### config.mk
export PLATFORM = sky130hd
export DESIGN_NAME = ansi_input_decoder
export DESIGN_NICKNAME = d
export VERILOG_FILES = /design/src/rtl/ansi_pkg.sv /design/src/rtl/ansi_param_acc.sv /design/src/rtl/ansi_input_decoder.sv
export SDC_FILE = /design/constraint.sdc
export NUM_CORES = 1
export LEC_CHECK = 0
export CELL_PAD_IN_SITES_DETAIL_PLACEMENT = 1
export CELL_PAD_IN_SITES_GLOBAL_PLACEMENT = 2
export CORE_UTILIZATION = 36
export CTS_CLUSTER_DIAMETER = 50
export DETAILED_ROUTE_END_ITERATION = 7
export PLACE_DENSITY_LB_ADDON = 0.1
export REMOVE_ABC_BUFFERS = 1
export SYNTH_ARGS = -nofsm -noshare
export SYNTH_HDL_FRONTEND = slang
export SYNTH_SLANG_ARGS = --single-unit
### constraint.sdc
create_clock -name clk -period 3.65 [get_ports clk]
set_input_delay 0.5475 -clock clk [delete_from_list [all_inputs] [get_ports clk]]
set_output_delay 0.5475 -clock clk [all_outputs]
set_load 0.03 [all_outputs]
### src/rtl/ansi_pkg.sv
// Shared constants for the ANSI input decoder: key codes, byte values, FSM states
// and small byte-classification helpers.
package ansi_pkg;

  localparam logic [2:0] KEY_NONE  = 3'd0;
  localparam logic [2:0] KEY_SPACE = 3'd1;
  localparam logic [2:0] KEY_UP    = 3'd2;
  localparam logic [2:0] KEY_DOWN  = 3'd3;
  localparam logic [2:0] KEY_RIGHT = 3'd4;
  localparam logic [2:0] KEY_LEFT  = 3'd5;
  localparam logic [2:0] KEY_ESC   = 3'd6;
  localparam logic [2:0] KEY_CHAR  = 3'd7;

  localparam logic [7:0] ASCII_ESC      = 8'h1B;
  localparam logic [7:0] ASCII_SPACE    = 8'h20;
  localparam logic [7:0] ASCII_LBRACKET = 8'h5B;
  localparam logic [7:0] ASCII_O        = 8'h4F;
  localparam logic [7:0] ASCII_SEMI     = 8'h3B;
  localparam logic [7:0] ASCII_R        = 8'h52;

  typedef enum logic [1:0] {
    ST_IDLE = 2'd0,
    ST_ESC  = 2'd1,
    ST_CSI  = 2'd2,
    ST_SS3  = 2'd3
  } state_e;

  function automatic logic is_digit(input logic [7:0] b);
    return (b >= 8'h30) && (b <= 8'h39);
  endfunction

  function automatic logic is_arrow(input logic [7:0] b);
    return (b >= 8'h41) && (b <= 8'h44);
  endfunction

  function automatic logic [2:0] arrow_code(input logic [7:0] b);
    logic [2:0] code;
    case (b)
      8'h41:   code = KEY_UP;
      8'h42:   code = KEY_DOWN;
      8'h43:   code = KEY_RIGHT;
      8'h44:   code = KEY_LEFT;
      default: code = KEY_NONE;
    endcase
    return code;
  endfunction

endpackage

### src/rtl/ansi_param_acc.sv
// Saturating decimal accumulator for one CSI parameter; seen flags that at least
// one digit arrived since the last clear.
module ansi_param_acc
  import ansi_pkg::*;
#(
  parameter int PARAM_MAX = 255
) (
  input  logic       clk,
  input  logic       rst_n,
  input  logic       clr,
  input  logic       dig_stb,
  input  logic [3:0] dig,
  output logic [7:0] value,
  output logic       seen
);

  logic [7:0]  value_q, value_d;
  logic        seen_q, seen_d;
  logic [11:0] sum;

  always_comb begin
    // value_q <= 255 so value*10 + 9 always fits in 12 bits before saturating
    sum     = 12'(value_q) * 12'd10 + 12'(dig);
    value_d = value_q;
    seen_d  = seen_q;
    if (clr) begin
      value_d = '0;
      seen_d  = 1'b0;
    end else if (dig_stb) begin
      value_d = (sum > 12'(PARAM_MAX)) ? 8'(PARAM_MAX) : sum[7:0];
      seen_d  = 1'b1;
    end
  end

  always_ff @(posedge clk or negedge rst_n) begin
    if (!rst_n) begin
      value_q <= '0;
      seen_q  <= 1'b0;
    end else begin
      value_q <= value_d;
      seen_q  <= seen_d;
    end
  end

  assign value = value_q;
  assign seen  = seen_q;

endmodule

### src/rtl/ansi_input_decoder.sv
// Turns the raw terminal byte stream into key events and cursor position reports
// (plain chars, CSI arrows/CPR, SS3 arrows, lone ESC with idle timeout).
module ansi_input_decoder
  import ansi_pkg::*;
#(
  parameter int ESC_TIMEOUT = 4,
  parameter int PARAM_MAX   = 255
) (
  input  logic       clk,
  input  logic       rst_n,
  input  logic       in_valid,
  input  logic [7:0] in_data,
  output logic       key_valid,
  output logic [2:0] key_code,
  output logic [7:0] key_char,
  output logic       cpr_valid,
  output logic [7:0] cpr_row,
  output logic [7:0] cpr_col,
  output logic       err
);

  localparam logic [7:0] TIMEOUT_LAST = 8'(ESC_TIMEOUT - 1);

  state_e     state_q, state_d;
  logic [7:0] timer_q, timer_d;
  logic       idx_q, idx_d;
  logic       key_valid_q, key_valid_d;
  logic [2:0] key_code_q, key_code_d;
  logic [7:0] key_char_q, key_char_d;
  logic       cpr_valid_q, cpr_valid_d;
  logic [7:0] cpr_row_q, cpr_row_d;
  logic [7:0] cpr_col_q, cpr_col_d;
  logic       err_q, err_d;

  logic       acc_clr;
  logic       dig_stb0, dig_stb1;
  logic [7:0] p0, p1;
  logic       seen0, seen1;

  ansi_param_acc #(.PARAM_MAX(PARAM_MAX)) u_acc0 (
    .clk     (clk),
    .rst_n   (rst_n),
    .clr     (acc_clr),
    .dig_stb (dig_stb0),
    .dig     (in_data[3:0]),
    .value   (p0),
    .seen    (seen0)
  );

  ansi_param_acc #(.PARAM_MAX(PARAM_MAX)) u_acc1 (
    .clk     (clk),
    .rst_n   (rst_n),
    .clr     (acc_clr),
    .dig_stb (dig_stb1),
    .dig     (in_data[3:0]),
    .value   (p1),
    .seen    (seen1)
  );

  always_comb begin
    state_d     = state_q;
    timer_d     = timer_q;
    idx_d       = idx_q;
    key_valid_d = 1'b0;
    key_code_d  = KEY_NONE;
    key_char_d  = 8'h00;
    cpr_valid_d = 1'b0;
    cpr_row_d   = cpr_row_q;
    cpr_col_d   = cpr_col_q;
    err_d       = 1'b0;
    acc_clr     = 1'b0;
    dig_stb0    = 1'b0;
    dig_stb1    = 1'b0;

    case (state_q)
      ST_IDLE: begin
        if (in_valid) begin
          if (in_data == ASCII_ESC) begin
            state_d = ST_ESC;
            timer_d = '0;
          end else if (in_data == ASCII_SPACE) begin
            key_valid_d = 1'b1;
            key_code_d  = KEY_SPACE;
            key_char_d  = ASCII_SPACE;
          end else if (in_data >= 8'h21 && in_data <= 8'h7E) begin
            key_valid_d = 1'b1;
            key_code_d  = KEY_CHAR;
            key_char_d  = in_data;
          end
        end
      end

      ST_ESC: begin
        if (in_valid) begin
          if (in_data == ASCII_LBRACKET) begin
            state_d = ST_CSI;
            idx_d   = 1'b0;
            acc_clr = 1'b1;
          end else if (in_data == ASCII_O) begin
            state_d = ST_SS3;
          end else if (in_data == ASCII_ESC) begin
            key_valid_d = 1'b1;
            key_code_d  = KEY_ESC;
            timer_d     = '0;
          end else begin
            key_valid_d = 1'b1;
            key_code_d  = KEY_ESC;
            err_d       = 1'b1;
            state_d     = ST_IDLE;
          end
        end else if (timer_q == TIMEOUT_LAST) begin
          key_valid_d = 1'b1;
          key_code_d  = KEY_ESC;
          state_d     = ST_IDLE;
        end else begin
          timer_d = timer_q + 8'd1;
        end
      end

      ST_CSI: begin
        if (in_valid) begin
          if (is_digit(in_data)) begin
            dig_stb0 = !idx_q;
            dig_stb1 = idx_q;
          end else if (in_data == ASCII_SEMI) begin
            if (!idx_q) begin
              idx_d = 1'b1;
            end else begin
              err_d   = 1'b1;
              state_d = ST_IDLE;
            end
          end else if (is_arrow(in_data)) begin
            key_valid_d = 1'b1;
            key_code_d  = arrow_code(in_data);
            state_d     = ST_IDLE;
          end else if (in_data == ASCII_R) begin
            cpr_valid_d = 1'b1;
            cpr_row_d   = seen0 ? p0 : 8'd1;
            cpr_col_d   = seen1 ? p1 : 8'd1;
            state_d     = ST_IDLE;
          end else if (in_data >= 8'h40 && in_data <= 8'h7E) begin
            err_d   = 1'b1;
            state_d = ST_IDLE;
          end else if (in_data == ASCII_ESC) begin
            err_d   = 1'b1;
            state_d = ST_ESC;
            timer_d = '0;
          end else if (in_data < 8'h30 || in_data > 8'h3F) begin
            err_d   = 1'b1;
            state_d = ST_IDLE;
          end
          // Remaining 0x3A/0x3C..0x3F parameter bytes are tolerated and ignored.
        end
      end

      ST_SS3: begin
        if (in_valid) begin
          if (is_arrow(in_data)) begin
            key_valid_d = 1'b1;
            key_code_d  = arrow_code(in_data);
            state_d     = ST_IDLE;
          end else if (in_data == ASCII_ESC) begin
            err_d   = 1'b1;
            state_d = ST_ESC;
            timer_d = '0;
          end else begin
            err_d   = 1'b1;
            state_d = ST_IDLE;
          end
        end
      end

      default: state_d = ST_IDLE;
    endcase
  end

  always_ff @(posedge clk or negedge rst_n) begin
    if (!rst_n) begin
      state_q     <= ST_IDLE;
      timer_q     <= '0;
      idx_q       <= 1'b0;
      key_valid_q <= 1'b0;
      key_code_q  <= KEY_NONE;
      key_char_q  <= 8'h00;
      cpr_valid_q <= 1'b0;
      cpr_row_q   <= 8'h00;
      cpr_col_q   <= 8'h00;
      err_q       <= 1'b0;
    end else begin
      state_q     <= state_d;
      timer_q     <= timer_d;
      idx_q       <= idx_d;
      key_valid_q <= key_valid_d;
      key_code_q  <= key_code_d;
      key_char_q  <= key_char_d;
      cpr_valid_q <= cpr_valid_d;
      cpr_row_q   <= cpr_row_d;
      cpr_col_q   <= cpr_col_d;
      err_q       <= err_d;
    end
  end

  assign key_valid = key_valid_q;
  assign key_code  = key_code_q;
  assign key_char  = key_char_q;
  assign cpr_valid = cpr_valid_q;
  assign cpr_row   = cpr_row_q;
  assign cpr_col   = cpr_col_q;
  assign err       = err_q;

endmodule

==> metrics.md <==
| Metric | Value |
|---|---|
| Outcome | completed |
| DRC violations left | 0 |
| Syn Area/Cell | 9.40 um2 |
| Critical-path top delay cell | dfrtp_1 |
| Routed wire per std cell | 15.9 um |
| NetSw | 0.000560 W |
| Worst EP required | 3840 ps |
| Largest net degree at the start of global routing | 37 |
| Layout Skew | 11.0 ps |
| Root buf cell | clkbuf_8 |
| Post-route clock period utilization | 0.805 |
| Nets | 490 |
| Die H | 105 um |
| Maxcap violations | 0 |
| Max Fclk | 340 MHz |
| Gr usage total | 0.188 |
| Yosys warnings | 0 |
| Setup-failing EPs final | 0 |
| Startpoint types | register |
| DP Area | 0.00432 mm2 |
| I/O pin count | 41 |
| Cell Chain, Critical Path | ha_1 -> ha_1 -> fa_1 -> xor2_1 -> nand3_1 -> nor4_4 -> xnor2_1 -> and3_1 -> a31oi_2 |
| Internal | 0.00121 W |
| Seq pwr share | 0.446 |
| CP Class | reg -> reg |
| Starting density of the core | 0.371 |
| Setup_tns | 0 ps |
| Clock latency on the worst-skew pair | 350 ps |
| Final ANT Viol Nets | 0 |
| Cell area power density | 391 mW/mm2 |
| Ant diodes | 0 |
| DRT Pass-1 Iters | 4 |
| Class of the worst hold path | in -> async |
| Row cnt | 37 |
| Via Count | 3108 |
| Async SR Flop Fraction | 1.00 |
| Slew margin rel. | 0.462 |
| Distinct cells, synth | 67 |
| Share of the synthesized area in the top cell type | 0.388 |
| CP Max Fanout | 8 |
| DR iter-0 viols | 71 |
| Cell count after synthesis | 405 |
| Ranking of synthesized cells by area | dfrtp_1, ha_1, nand2_1 |
| Cell area after layout | 0.00452 mm2 |
| Period minus WS final | 2940 ps |
| Clock transition at the registers of the reported paths | 70 ps |
| Number of buffers created by CTS | 9 |
| RSZ-0062 raised after global routing | false |
| Cts-stage hold buffer count | 0 |
| Worst Max-Slew Pin Slew | 808 ps |
| Synthesized area | 0.00381 mm2 |
| Clock network power share | 0.336 |
| Seq cells post-synth | 59 |
| Max clock buf depth | 2 |
| R2r setup slk | 710 ps |
| Layout cells sized above 1 | 0.100 |
| Crit path max-delay family | adder cells |
| Global placement routability congestion | 0.798 |
| Via density | 5.31 |
| Layout area overhead | 18.6% |
| Total number of H-tree levels | 3 |
| Clock sink count | 59 |
| Port Buf Inserts | 40 |
| WP buf/inv | 0 |
| Initial antenna violation count | 0 |
| Post-synth top area cell | dfrtp_1 |
| WP data arrival | 3120 ps |
| Global-route wire length before repair | 16500 um |
| Util after Layout | 0.439 |
| Most used cell, CP | ha_1 |
| Final Max Tran Viols | 0 |
| Synth top cells by count | dfrtp_1, nand2_1, a21oi_1 |
| Dominant synthesized flop cell | dfrtp_1 |
| Width of the die | 105 um |
| Number of synthesized flops with an enable pin | 0 |
| Comb pwr share | 0.218 |
| Slowest stage delay, CP | 460 ps |
| Number of global-route vias before repair | 3365 |
| Peak VDD IR | 0.212 mV |
| CTS tree | done |
| Total length of routed wires | 9310 um |
| GR Overflow Total | 0 |
| Core area | 0.0103 mm2 |
| Leakage power figure | 2.07 nW |
| Final Hold Viols | 0 |
| # Post-CTS Setup Buffers | 0 |
| Post-CTS resize count | 0 |
| Final HPWL DP | 7180 um |
| CP endpoint kind | register |
| Switch share | 0.317 |
| Die area | 0.0110 mm2 |
| Top-count cell post-synth | dfrtp_1 |
| Sequential-to-total area share from yosys stat | 0.388 |
[routing by layer]
metal  global-route usage  up-vias  share of wire
met5                    0        -              0
li1                     -     1530              -
met2                0.320       49           0.49
met3               0.0362       11          0.026
met4               0.0704        0          0.015
met1                0.237     1518           0.47
[metrics by stage]
stage | setup slack, ps | total power (W) | cells | hold slack [ps]
2_1_floorplan | 991 | 0.00103 | 385 | 252
3_3_place_gp | 595 | 0.00119 | 569 | 463
5_1_grt | 452 | 0.00187 | 585 | 364
3_5_place_dp | 519 | 0.00119 | 569 | 470
6_report | 713 | 0.00177 | 585 | 296
4_1_cts | 663 | 0.00179 | 585 | 312
[cell type report]
class,instances,area [um2]
clock buffer,11,141
clock inverter,5,52.6
fill,1206,5760
inverter,11,41.3
multi-input combinational,315,2180
sequential,59,1480
tap,136,170
timing repair buffer,48,455
[path summary, 6_finish.rpt]
path | start | end | cells past startpoint
worst max-delay path | u_acc1.value[1]$_DFFE_PN0P_ | u_acc1.value[3]$_DFFE_PN0P_ | 9
worst min-delay path | rst_n | cpr_row[7]$_DFFE_PN0P_ | 1
worst max register to register | u_acc1.value[1]$_DFFE_PN0P_ | u_acc1.value[3]$_DFFE_PN0P_ | 9
worst min register to register | cpr_row[6]$_DFFE_PN0P_ | cpr_row[6]$_DFFE_PN0P_ | 2
max in group asynchronous | rst_n | key_code[1]$_DFF_PN0_ | 2
min in group clk | cpr_row[6]$_DFFE_PN0P_ | cpr_row[6]$_DFFE_PN0P_ | 2
[cells in the final DEF (no fill, tap or decap), drive strengths merged, types with 6 or more instances in the layout]
cell type      Yosys  final
nor2              30     30
clkbuf             6     11
a21oi             33     33
nor2b             11     11
o22ai              8      8
and2               8      8
o21ai             27     27
dfrtp             59     59
clkdlybuf4s50      0     39
a31oi             17     17
ha                31     31
and3               7      7
a21o               6      6
inv               11     11
xnor2             11     11
nand3              9      9
buf               14      9
nand2             49     49
xor2               6      6
[worst reg2reg max path, cell delays in order, from the launching register on]
cell,delay (ps)
dfrtp_1,460
ha_1,320
ha_1,240
fa_1,410
xor2_1,280
nand3_1,170
nor4_4,240
xnor2_1,130
and3_1,390
a31oi_2,140
[registers in the layout, summed over array words and instances, names as in the netlist]
| name | count |
|---|---|
| key_char | 8 |
| err | 1 |
| u_acc0.value | 8 |
| u_acc1.seen | 1 |
| cpr_valid | 1 |
| key_code | 3 |
| u_acc1.value | 8 |
| cpr_row | 8 |
| u_acc0.seen | 1 |
| idx_q | 1 |
| timer_q | 8 |
| key_valid | 1 |
| state_q | 2 |
| cpr_col | 8 |
[power groups by stage]
stage          Combinational, W  Sequential (W)  Clock, W
2_1_floorplan          0.000199        0.000830         0
3_3_place_gp           0.000386        0.000801         0
3_5_place_dp           0.000390        0.000801         0
4_1_cts                0.000391        0.000789  0.000614
5_1_grt                0.000430        0.000800  0.000636
6_report               0.000385        0.000787  0.000593
[cell families after synthesis]
group                    after synthesis  share of synthesized area
multiplexers                           4                     0.0108
XOR/XNOR                              17                     0.0391
other                                  1                   0.000985
adder cells (fa/ha/maj)               35                      0.123
flip-flops                            59                      0.388
buffers and inverters                 31                     0.0404
AO/OA/AOI/OAI                        114                      0.196
AND/OR/NAND/NOR                      144                      0.202
No activity file was read; power rests on OpenSTA's default activity.
